==> src/rtl/snake_dir_ctrl.sv <==
// snake_dir_ctrl
//   Turns PS/2 set-2 scancode bytes into snake steering. E0/F0 prefixes are
//   tracked by a small FSM. Arrow-key makes become turns that wait in a
//   2-entry queue, and the game engine drains one entry per move_tick.
//   The block also owns the pause flag (space make toggles it). If a prefix
//   byte is not followed by another byte in time, the FSM drops the sequence
//   and returns to IDLE.
//
// Optional feature (compile-time macro WASD_KEYS_EN):
//   When defined, the non-extended makes W/D/S/A (1D/23/1B/1C) seen in IDLE
//   steer up/right/down/left under the same acceptance rules as arrow keys.
//
// Ports
//   CLK         in   1  system clock, rising edge
//   RST         in   1  asynchronous active-high reset
//   keycode     in   8  scancode byte, valid while key_strobe=1
//   key_strobe  in   1  one-cycle pulse per received byte
//   move_tick   in   1  one-cycle pulse per snake step, pops one queued turn
//   dir         out  2  current direction: 00 up, 01 right, 10 down, 11 left
//   dir_change  out  1  one-cycle pulse when dir is loaded from the queue
//   pause       out  1  pause flag
//   q_count     out  2  number of queued turns (0..2)
//   turn_drop   out  1  one-cycle pulse when a decoded turn is rejected
//   seq_err     out  1  one-cycle pulse when a prefix sequence times out
//
// state     | meaning
// ----------+-------------------------------------------------------
// S_IDLE    | waiting for a fresh scancode
// S_EXT     | E0 seen, next byte is an extended make or F0
// S_BRK     | F0 seen, next byte is a break code and is discarded
// S_EXT_BRK | E0 F0 seen, next byte is an extended break and is discarded

module snake_dir_ctrl #(
    parameter int TIMEOUT_CYC = 100000,
    parameter int CNT_W       = 17
) (
    input  logic       CLK,
    input  logic       RST,
    input  logic [7:0] keycode,
    input  logic       key_strobe,
    input  logic       move_tick,
    output logic [1:0] dir,
    output logic       dir_change,
    output logic       pause,
    output logic [1:0] q_count,
    output logic       turn_drop,
    output logic       seq_err
);

    localparam logic [7:0] KC_EXT   = 8'hE0;
    localparam logic [7:0] KC_BRK   = 8'hF0;
    localparam logic [7:0] KC_SPACE = 8'h29;
    localparam logic [7:0] KC_UP    = 8'h75;
    localparam logic [7:0] KC_RIGHT = 8'h74;
    localparam logic [7:0] KC_DOWN  = 8'h72;
    localparam logic [7:0] KC_LEFT  = 8'h6B;
`ifdef WASD_KEYS_EN
    localparam logic [7:0] KC_W     = 8'h1D;
    localparam logic [7:0] KC_D     = 8'h23;
    localparam logic [7:0] KC_S     = 8'h1B;
    localparam logic [7:0] KC_A     = 8'h1C;
`endif

    localparam logic [1:0] DIR_UP    = 2'b00;
    localparam logic [1:0] DIR_RIGHT = 2'b01;
    localparam logic [1:0] DIR_DOWN  = 2'b10;
    localparam logic [1:0] DIR_LEFT  = 2'b11;

    localparam logic [CNT_W-1:0] TMO_LAST = CNT_W'(TIMEOUT_CYC - 1);

    typedef enum logic [1:0] {
        S_IDLE    = 2'd0,
        S_EXT     = 2'd1,
        S_BRK     = 2'd2,
        S_EXT_BRK = 2'd3
    } state_t;

    state_t           state, state_nxt;
    logic [CNT_W-1:0] tmo_cnt, tmo_cnt_nxt;
    logic             tmo_hit;

    logic             turn_vld;
    logic [1:0]       turn_dir;
    logic             pause_tgl;

    // q_head is the next turn to be applied, q_tail is only meaningful when
    // two turns are queued.
    logic [1:0]       q_head, q_tail;
    logic [1:0]       q_head_nxt, q_tail_nxt, q_count_nxt;

    logic             do_pop, do_push, reject;
    logic [1:0]       cnt_pp, dir_pp, head_pp, ref_dir;

    // A strobe in the terminal cycle is a valid follower, so it beats the
    // timeout.
    assign tmo_hit = (state != S_IDLE) && !key_strobe && (tmo_cnt == TMO_LAST);

    always_ff @(posedge CLK or posedge RST) begin
        if (RST) begin
            state   <= S_IDLE;
            tmo_cnt <= '0;
        end else begin
            state   <= state_nxt;
            tmo_cnt <= tmo_cnt_nxt;
        end
    end

    always_comb begin
        state_nxt = state;
        turn_vld  = 1'b0;
        turn_dir  = DIR_UP;
        pause_tgl = 1'b0;

        if (tmo_hit) begin
            state_nxt = S_IDLE;
        end else if (key_strobe) begin
            case (state)
                S_IDLE: begin
                    case (keycode)
                        KC_EXT:   state_nxt = S_EXT;
                        KC_BRK:   state_nxt = S_BRK;
                        KC_SPACE: pause_tgl = 1'b1;
`ifdef WASD_KEYS_EN
                        KC_W: begin turn_vld = 1'b1; turn_dir = DIR_UP;    end
                        KC_D: begin turn_vld = 1'b1; turn_dir = DIR_RIGHT; end
                        KC_S: begin turn_vld = 1'b1; turn_dir = DIR_DOWN;  end
                        KC_A: begin turn_vld = 1'b1; turn_dir = DIR_LEFT;  end
`endif
                        default: ;
                    endcase
                end
                S_EXT: begin
                    state_nxt = S_IDLE;
                    case (keycode)
                        KC_BRK:   state_nxt = S_EXT_BRK;
                        KC_EXT:   state_nxt = S_EXT;
                        KC_UP:    begin turn_vld = 1'b1; turn_dir = DIR_UP;    end
                        KC_RIGHT: begin turn_vld = 1'b1; turn_dir = DIR_RIGHT; end
                        KC_DOWN:  begin turn_vld = 1'b1; turn_dir = DIR_DOWN;  end
                        KC_LEFT:  begin turn_vld = 1'b1; turn_dir = DIR_LEFT;  end
                        default: ;
                    endcase
                end
                S_BRK:     state_nxt = S_IDLE;
                S_EXT_BRK: state_nxt = S_IDLE;
                default:   state_nxt = S_IDLE;
            endcase
        end
    end

    always_comb begin
        if (key_strobe || (state == S_IDLE) || tmo_hit) begin
            tmo_cnt_nxt = '0;
        end else begin
            tmo_cnt_nxt = tmo_cnt + 1'b1;
        end
    end

    // Pop is applied first. The push is then judged against the queue as it
    // looks after the pop, so a full queue that is popped in the same cycle
    // still accepts the turn.
    always_comb begin
        do_pop  = move_tick && (q_count != 2'd0) && !pause;
        cnt_pp  = do_pop ? (q_count - 2'd1) : q_count;
        dir_pp  = do_pop ? q_head : dir;
        head_pp = do_pop ? q_tail : q_head;

        case (cnt_pp)
            2'd0:    ref_dir = dir_pp;
            2'd1:    ref_dir = head_pp;
            default: ref_dir = q_tail;
        endcase

        reject  = (turn_dir == ref_dir) ||
                  (turn_dir == (ref_dir ^ 2'b10)) ||
                  (cnt_pp == 2'd2);
        do_push = turn_vld && !reject;

        q_head_nxt  = head_pp;
        q_tail_nxt  = q_tail;
        q_count_nxt = cnt_pp;
        if (do_push) begin
            if (cnt_pp == 2'd0) begin
                q_head_nxt = turn_dir;
            end else begin
                q_tail_nxt = turn_dir;
            end
            q_count_nxt = cnt_pp + 2'd1;
        end
    end

    always_ff @(posedge CLK or posedge RST) begin
        if (RST) begin
            dir        <= DIR_RIGHT;
            dir_change <= 1'b0;
            pause      <= 1'b0;
            q_count    <= 2'd0;
            q_head     <= DIR_UP;
            q_tail     <= DIR_UP;
            turn_drop  <= 1'b0;
            seq_err    <= 1'b0;
        end else begin
            dir        <= dir_pp;
            dir_change <= do_pop;
            pause      <= pause ^ pause_tgl;
            q_count    <= q_count_nxt;
            q_head     <= q_head_nxt;
            q_tail     <= q_tail_nxt;
            turn_drop  <= turn_vld && reject;
            seq_err    <= tmo_hit;
        end
    end

endmodule

==> config.mk <==
export PLATFORM = sky130hd
export DESIGN_NAME = snake_dir_ctrl
export DESIGN_NICKNAME = d
export VERILOG_FILES = /design/src/rtl/snake_dir_ctrl.sv
export SDC_FILE = /design/constraint.sdc
export NUM_CORES = 1
export LEC_CHECK = 0
export BUFFER_PORTS_ARGS = -buffer_cell sky130_fd_sc_hd__clkbuf_2
export CORE_ASPECT_RATIO = 0.6
export CORE_MARGIN = 4
export CORE_UTILIZATION = 59
export CTS_BUF_LIST = sky130_fd_sc_hd__clkbuf_4 sky130_fd_sc_hd__clkbuf_8
export DETAILED_ROUTE_END_ITERATION = 8
export HOLD_SLACK_MARGIN = 0.15
export PLACE_DENSITY = 0.88
export SYNTH_ARGS = -nofsm -noshare
export SYNTH_HDL_FRONTEND = slang
export SYNTH_SLANG_ARGS = --single-unit
export TNS_END_PERCENT = 5
==> constraint.sdc <==
create_clock -name CLK -period 3.2 [get_ports CLK]
set_input_delay 0.64 -clock CLK [delete_from_list [all_inputs] [get_ports CLK]]
set_output_delay 0.64 -clock CLK [all_outputs]
set_load 0.005 [all_outputs]
==> results.yml, run 1 <==
outcome:
  status: "finished clean"
floorplan:
  num_io_pins: 20
  initial_core_util: 0.6565
  fp.dieW_um: 78.27
  die_h_um: 50.16
  dieArea_sq_um: 3926
  core_sq_um: 2663
  rows: 14
timing:
  rsz0062_at_grt: "no"
  fin_crit_ns: 3.029
  clock_skew_ns: 0.005899
  slew_viol_final: 0
  hold_viol: 0
  fin_crit_sh: 0.9466
  worst_pin_slew_ns: 0.5862
  setup_ws_ns: 0.1710
  setup_viol: 0
  fin_tns_setup_ns: 0
  relSlewSlack: 0.6092
  max_freq_mhz: 330.1
drt:
  ant_nets: 0
  drt-total-wl_um: 3729
  vias: 1344
  route.met3.wl_um: 280
  drtIter0Drc: 68
  wl_met2_um: 1639
  drt-met1-wl_um: 1748
  post_drt_wl_per_cell_um: 15.60
  route.top_layer_used: "met4"
  drc_errors: 0
  drtPass1Iterations: 4
  post_drt_via_cell_ratio: 5.623
logic_synthesis:
  synth_top_family_by_area: "simple AND/OR/NAND/NOR gates"
  ys_types: 48
  synth_mux_area_frac: 0.03579
  synth_most_common_cell: "dfrtp_1"
  synth_ff_type: "dfrtp_1"
  synth_area_leaders: "dfrtp_1 43%, xor2_1 5.5%, nor2_1 4.9%"
  avgSynthCellArea_sq_um: 10.05
  syn_inst: 174
  ys_async_sr_fraction: 1.000
  synth-compound-area-share: 0.08733
  synth_area_sq_um: 1748
  synthAdderAreaFrac: 0.03579
  yosysSeqAreaShare: 0.4445
  yosys.area_share.simple: 0.2419
  synthTopCellsByCount: "30 x dfrtp_1, 23 x nor2_1, 15 x nand2_1"
  syn_nets: 191
  synth.largest_area_cell: "dfrtp_1"
  synth_xor_area_frac: 0.1045
  synth_edf_count: 0
  yosysTopAreaCellShare: 0.4295
  ys_seq_elements: 31
  ys_warn_count: 0
placement:
  dp_cells: 232
  pre_cts_ws_ns: 0.1622
  gp_congestion: 0.9419
  dpl.hpwl_um: 2874
  io_buffers: 19
clocking:
  post-cts-setup-buffers: 0
  htree_levels: 2
  cts_made_buffers: 5
  cts_tree: "done"
  cts_sinks: 31
  clk_pin_slew_worst_paths_ns: 0.06
  clockBufferDepth: 2
  clockRootBuffer: "clkbuf_8"
  clk_latency_ns: 0.28
  cts_resized: 0
  cts_hold_buf: 0
cells_and_area:
  nets: 216
  area_growth_pct: 13.10
  layout.cells.non_filler: 239
  antenna_cells: 0
  drive_gt1_frac: 0.2010
critical_path:
  worstReg2RegStart: "q_count[0]$_DFF_PP0_"
  end_kind: "flop"
  critPathBufInv: 3
  cp_slowest_cell: "or3b_1"
  critPathKind: "reg2reg"
  cp-start-kind: "flop"
  cp_cell_sequence: "inv_1, ha_1, or3b_1, buf_4, a21oi_1, ha_1, inv_1, o221a_4, xnor2_2, nand2_1, mux2i_1"
  cpPeakStageDelay_ns: 0.49
  regToRegSetupSlack_ns: 0.17
  cp_max_fo: 7
  required_ns: 3.34
  critical-path-top-delay-family: "simple AND/OR/NAND/NOR gates"
  worstRegToRegCells: 11
  worst_ep_arrival_time_ns: 3.17
  r2r_end: "q_count[1]$_DFF_PP0_"
power:
  clkPwrFrac: 0.286
  ir_drop_mv: 0.2971
  comb_power_share: 0.304
  switchingPower_w: 0.0003515
  swShare: 0.3321
  p_total_w: 0.001059
  powerDensity_nw_per_um2: 535.4
  p_int_w: 0.0007070
  pwr-share-seq: 0.410
  cellLeakagePower_nw: 0.8964
job:
  cap_violations: 0
grt:
  grtUsageTotal: 0.2140
  grt_pass1_wl_um: 6375
  grt_pass1_vias: 1308
  grt_max_degree: 32
  grt-ovfl-total: 0
  antenna_found_initial: 0
min_path:
  hp-class: "in2async"
stage by stage:
| stage | util | instance area (sq um) | hold WS (ns) |
|---|---|---|---|
| floorplan | - | 1748 | 0.4361 |
| global placement | 0.7096 | 1889 | 0.4575 |
| detailed placement | 0.7096 | 1889 | 0.4789 |
| CTS | 0.7425 | 1977 | 0.4317 |
| global route | 0.7425 | 1977 | 0.4605 |
| finish | 0.7425 | 1977 | 0.4253 |
area by class of cell:
| cell class | count | area (sq um) |
|---|---|---|
| Clock buffer | 6 | 82.58 |
| Clock inverter | 1 | 5.005 |
| Fill cell | 184 | 685.7 |
| Inverter | 15 | 68.82 |
| Multi-Input combinational cell | 125 | 883.3 |
| Sequential cell | 31 | 777.0 |
| Tap cell | 40 | 50.05 |
| Timing Repair Buffer | 21 | 110.1 |
registers in the layout, indices dropped and copies added, names as in the netlist:
signal / cells
turn_drop: 1
seq_err: 1
q_count: 2
q_head: 2
dir: 2
dir_change: 1
q_tail: 2
pause: 1
state: 2
tmo_cnt: 17
placed cells by master, fill, tap and decap left out, types with 2 or more instances in the layout:
cell type	instances
nand3_1	9
nor2_1	23
nand2b_1	2
xor2_1	11
a21oi_1	3
dfrtp_1	30
nor4bb_1	2
clkbuf_8	6
and3_1	3
o21ai_0	2
nor3_1	3
buf_4	2
and4_1	2
mux2i_1	4
o21ai_1	2
nand2_1	15
clkbuf_2	19
xnor2_1	8
inv_1	14
ha_1	5
nand4_1	5
worst min-delay path, stage by stage:
cell and delay [ns]:
clkbuf_2 0.08, inv_1 0.05, buf_4 0.35
worst max-delay path by stage:
stage	start	end	cells past startpoint
after detailed placement	move_tick	q_count[1]$_DFF_PP0_	10
after CTS	q_count[0]$_DFF_PP0_	q_count[1]$_DFF_PP0_	11
after global routing	q_count[0]$_DFF_PP0_	q_count[1]$_DFF_PP0_	11
final	q_count[0]$_DFF_PP0_	q_count[1]$_DFF_PP0_	11
after floorplan	move_tick	q_count[1]$_DFF_PP0_	12
after global placement	move_tick	q_count[1]$_DFF_PP0_	12
power groups by stage:
| stage | clock network (W) | registers [W] | logic (W) |
|---|---|---|---|
| final | 0.000303 | 0.000434 | 0.000322 |
| after global routing | 0.000333 | 0.000436 | 0.000358 |
| after CTS | 0.000311 | 0.000435 | 0.000321 |
| after detailed placement | 0 | 0.000441 | 0.000317 |
| after global placement | 0 | 0.000440 | 0.000294 |
| after floorplan | 0 | 0.000441 | 0.000232 |
routing by layer:
layer	GRT usage	vias to the layer above
li1	-	643
met5	0	-
met2	0.3068	59
met1	0.3030	635
met4	0.09884	0
met3	0.06071	7
logic make-up (layout without fill, tap and decap cells):
| kind of cell | after synthesis | count (layout) |
|---|---|---|
| and+or+nand+nor | 78 | 78 |
| DFF | 31 | 31 |
| xor gates and xnor gates | 20 | 20 |
| buffers and inverters | 18 | 43 |
| AOI/OAI and AO/OA | 17 | 17 |
| adders and majority gates | 5 | 5 |
| muxes | 5 | 5 |
Power figures use the tool's default switching activity.
==> run 2, diff against run 1 <==
clock period = 3.5 ns   (was 3.2 ns; I/O delays follow)
==> run 2 against run 1 <==
Global-route usage is 0.070 points lower. Via count is 1.7% lower. Cell area is 0.82% higher. Count of clock-buffer cells in the layout is 2 higher. Sequential share of layout area is 0.32 points lower. Setup slack better by 0.21 ns. Combinational power is 6.8% lower. Clock power is 6% lower. Critical path depth is 2 higher. Clock skew is 0.0028 ns higher. Critical path type unchanged. Critical endpoint unchanged. Largest cell class unchanged.
==> results.yml, run 2 (same netlist as run 1, synthesis figures left out) <==
clocking:
  htree_levels: 2
  clockBufferDepth: 2
  clockRootBuffer: "clkbuf_8"
  clk_latency_ns: 0.27
  post-cts-setup-buffers: 0
  cts_tree: "done"
  cts_hold_buf: 0
  clk_pin_slew_worst_paths_ns: 0.06
  cts_resized: 0
  cts_made_buffers: 5
  cts_sinks: 31
critical_path:
  worstReg2RegStart: "q_count[0]$_DFF_PP0_"
  cp_max_fo: 8
  end_kind: "flop"
  worst_ep_arrival_time_ns: 3.25
  required_ns: 3.63
  cp-start-kind: "flop"
  crit_path_start: "q_count[0]$_DFF_PP0_"
  critPathKind: "reg2reg"
timing:
  relSlewSlack: 0.6042
  rsz0062_at_grt: "no"
  setup_viol: 0
  fin_tns_setup_ns: 0
  clock_skew_ns: 0.008690
  slew_viol_final: 0
  max_freq_mhz: 320.6
  fin_crit_ns: 3.119
  fin_crit_sh: 0.8913
  worst_pin_slew_ns: 0.5937
  hold_viol: 0
drt:
  drtPass1Iterations: 4
  drtIter0Drc: 84
  drt-total-wl_um: 3750
  post_drt_wl_per_cell_um: 15.69
  ant_nets: 0
  drc_errors: 0
  vias: 1321
  post_drt_via_cell_ratio: 5.527
grt:
  antenna_found_initial: 0
  grt-ovfl-total: 0
  grt_pass1_vias: 1331
  grtUsageTotal: 0.2133
  grt_pass1_wl_um: 6341
  grt_max_degree: 32
power:
  swShare: 0.3322
  p_int_w: 0.0006560
  ir_drop_mv: 0.2126
  switchingPower_w: 0.0003264
  comb_power_share: 0.306
  cellLeakagePower_nw: 0.8986
  pwr-share-seq: 0.405
  clkPwrFrac: 0.289
  powerDensity_nw_per_um2: 492.9
floorplan:
  rows: 14
  initial_core_util: 0.6565
  dieArea_sq_um: 3926
  die_h_um: 50.16
  fp.dieW_um: 78.27
  core_sq_um: 2663
  num_io_pins: 20
min_path:
  hp-class: "in2async"
cells_and_area:
  antenna_cells: 0
  largest_register: "tmo_cnt"
  layout_common_cells: "30 x dfrtp_1, 23 x nor2_1, 19 x clkbuf_2"
  nets: 215
  drive_gt1_frac: 0.2010
  layout_commonest_cell: "dfrtp_1"
  largest_register_ffs: 17
  layout.cells.non_filler: 239
  area_growth_pct: 14.03
placement:
  dp_cells: 230
  io_buffers: 19
  gp_congestion: 0.8932
  dpl.hpwl_um: 2842
job:
  cap_violations: 0
outcome:
  status: "finished clean"
## run 2: per-layer routing
metal | global-route usage | share of wire | up-vias
met5 | 0 | 0 | -
met4 | 0.07267 | 0.013 | 0
met3 | 0.05893 | 0.086 | 6
met2 | 0.3267 | 0.44 | 61
met1 | 0.2964 | 0.46 | 609
li1 | - | - | 645
## run 2: path summary, 6_finish.rpt
check                           slack [ns]  depth (start not counted)                    to
worst max-delay path                  0.38                         13  q_count[1]$_DFF_PP0_
worst min-delay path                  0.37                          2   turn_drop$_DFF_PP0_
worst max register to register        0.38                         13  q_count[1]$_DFF_PP0_
worst min register to register        0.49                          1  tmo_cnt[0]$_DFF_PP0_
max in group asynchronous             2.71                          3  tmo_cnt[0]$_DFF_PP0_
min in group CLK                      0.49                          1  tmo_cnt[0]$_DFF_PP0_
## run 2: power by group through the flow
stage,clock (W),combinational (W),sequential (W)
2_1_floorplan,0,0.000212,0.000404
3_3_place_gp,0,0.000271,0.000403
3_5_place_dp,0,0.000294,0.000404
4_1_cts,0.000289,0.000300,0.000398
5_1_grt,0.000308,0.000337,0.000402
6_report,0.000284,0.000300,0.000398
## run 2: through the flow
stage	total power [W]	hold slack [ns]	cell area (sq um)	util	setup WS (ns)
2_1_floorplan	0.0006157	0.4361	1748	-	0.7301
3_3_place_gp	0.0006735	0.4641	1874	0.7039	0.4235
3_5_place_dp	0.0006979	0.4851	1874	0.7039	0.2838
4_1_cts	0.0009876	0.4909	1966	0.7383	0.3821
5_1_grt	0.001047	0.3981	1993	0.7486	0.2083
6_report	0.0009824	0.3707	1993	0.7486	0.3806
## run 2: layout make-up
type                    instances  area [sq um]
well taps                      40         50.05
multi-input cells             125         883.3
inverters                      15         68.82
flip-flops and latches         31         777.0
repair buffers                 20         122.6
fillers                       198         669.4
clock buffers                   8         91.34
## run 2: worst max-delay path, cell delays in order, from the launching register on
cell and delay (ns):
dfrtp_1 0.39, inv_1 0.06, ha_1 0.19, or3b_1 0.59, clkinv_8 0.13, xnor2_1 0.20, inv_1 0.13, ha_1 0.28
nor2_1 0.20, a21oi_4 0.06, o221a_4 0.26, xnor2_2 0.19, nand2_1 0.14, mux2i_1 0.15
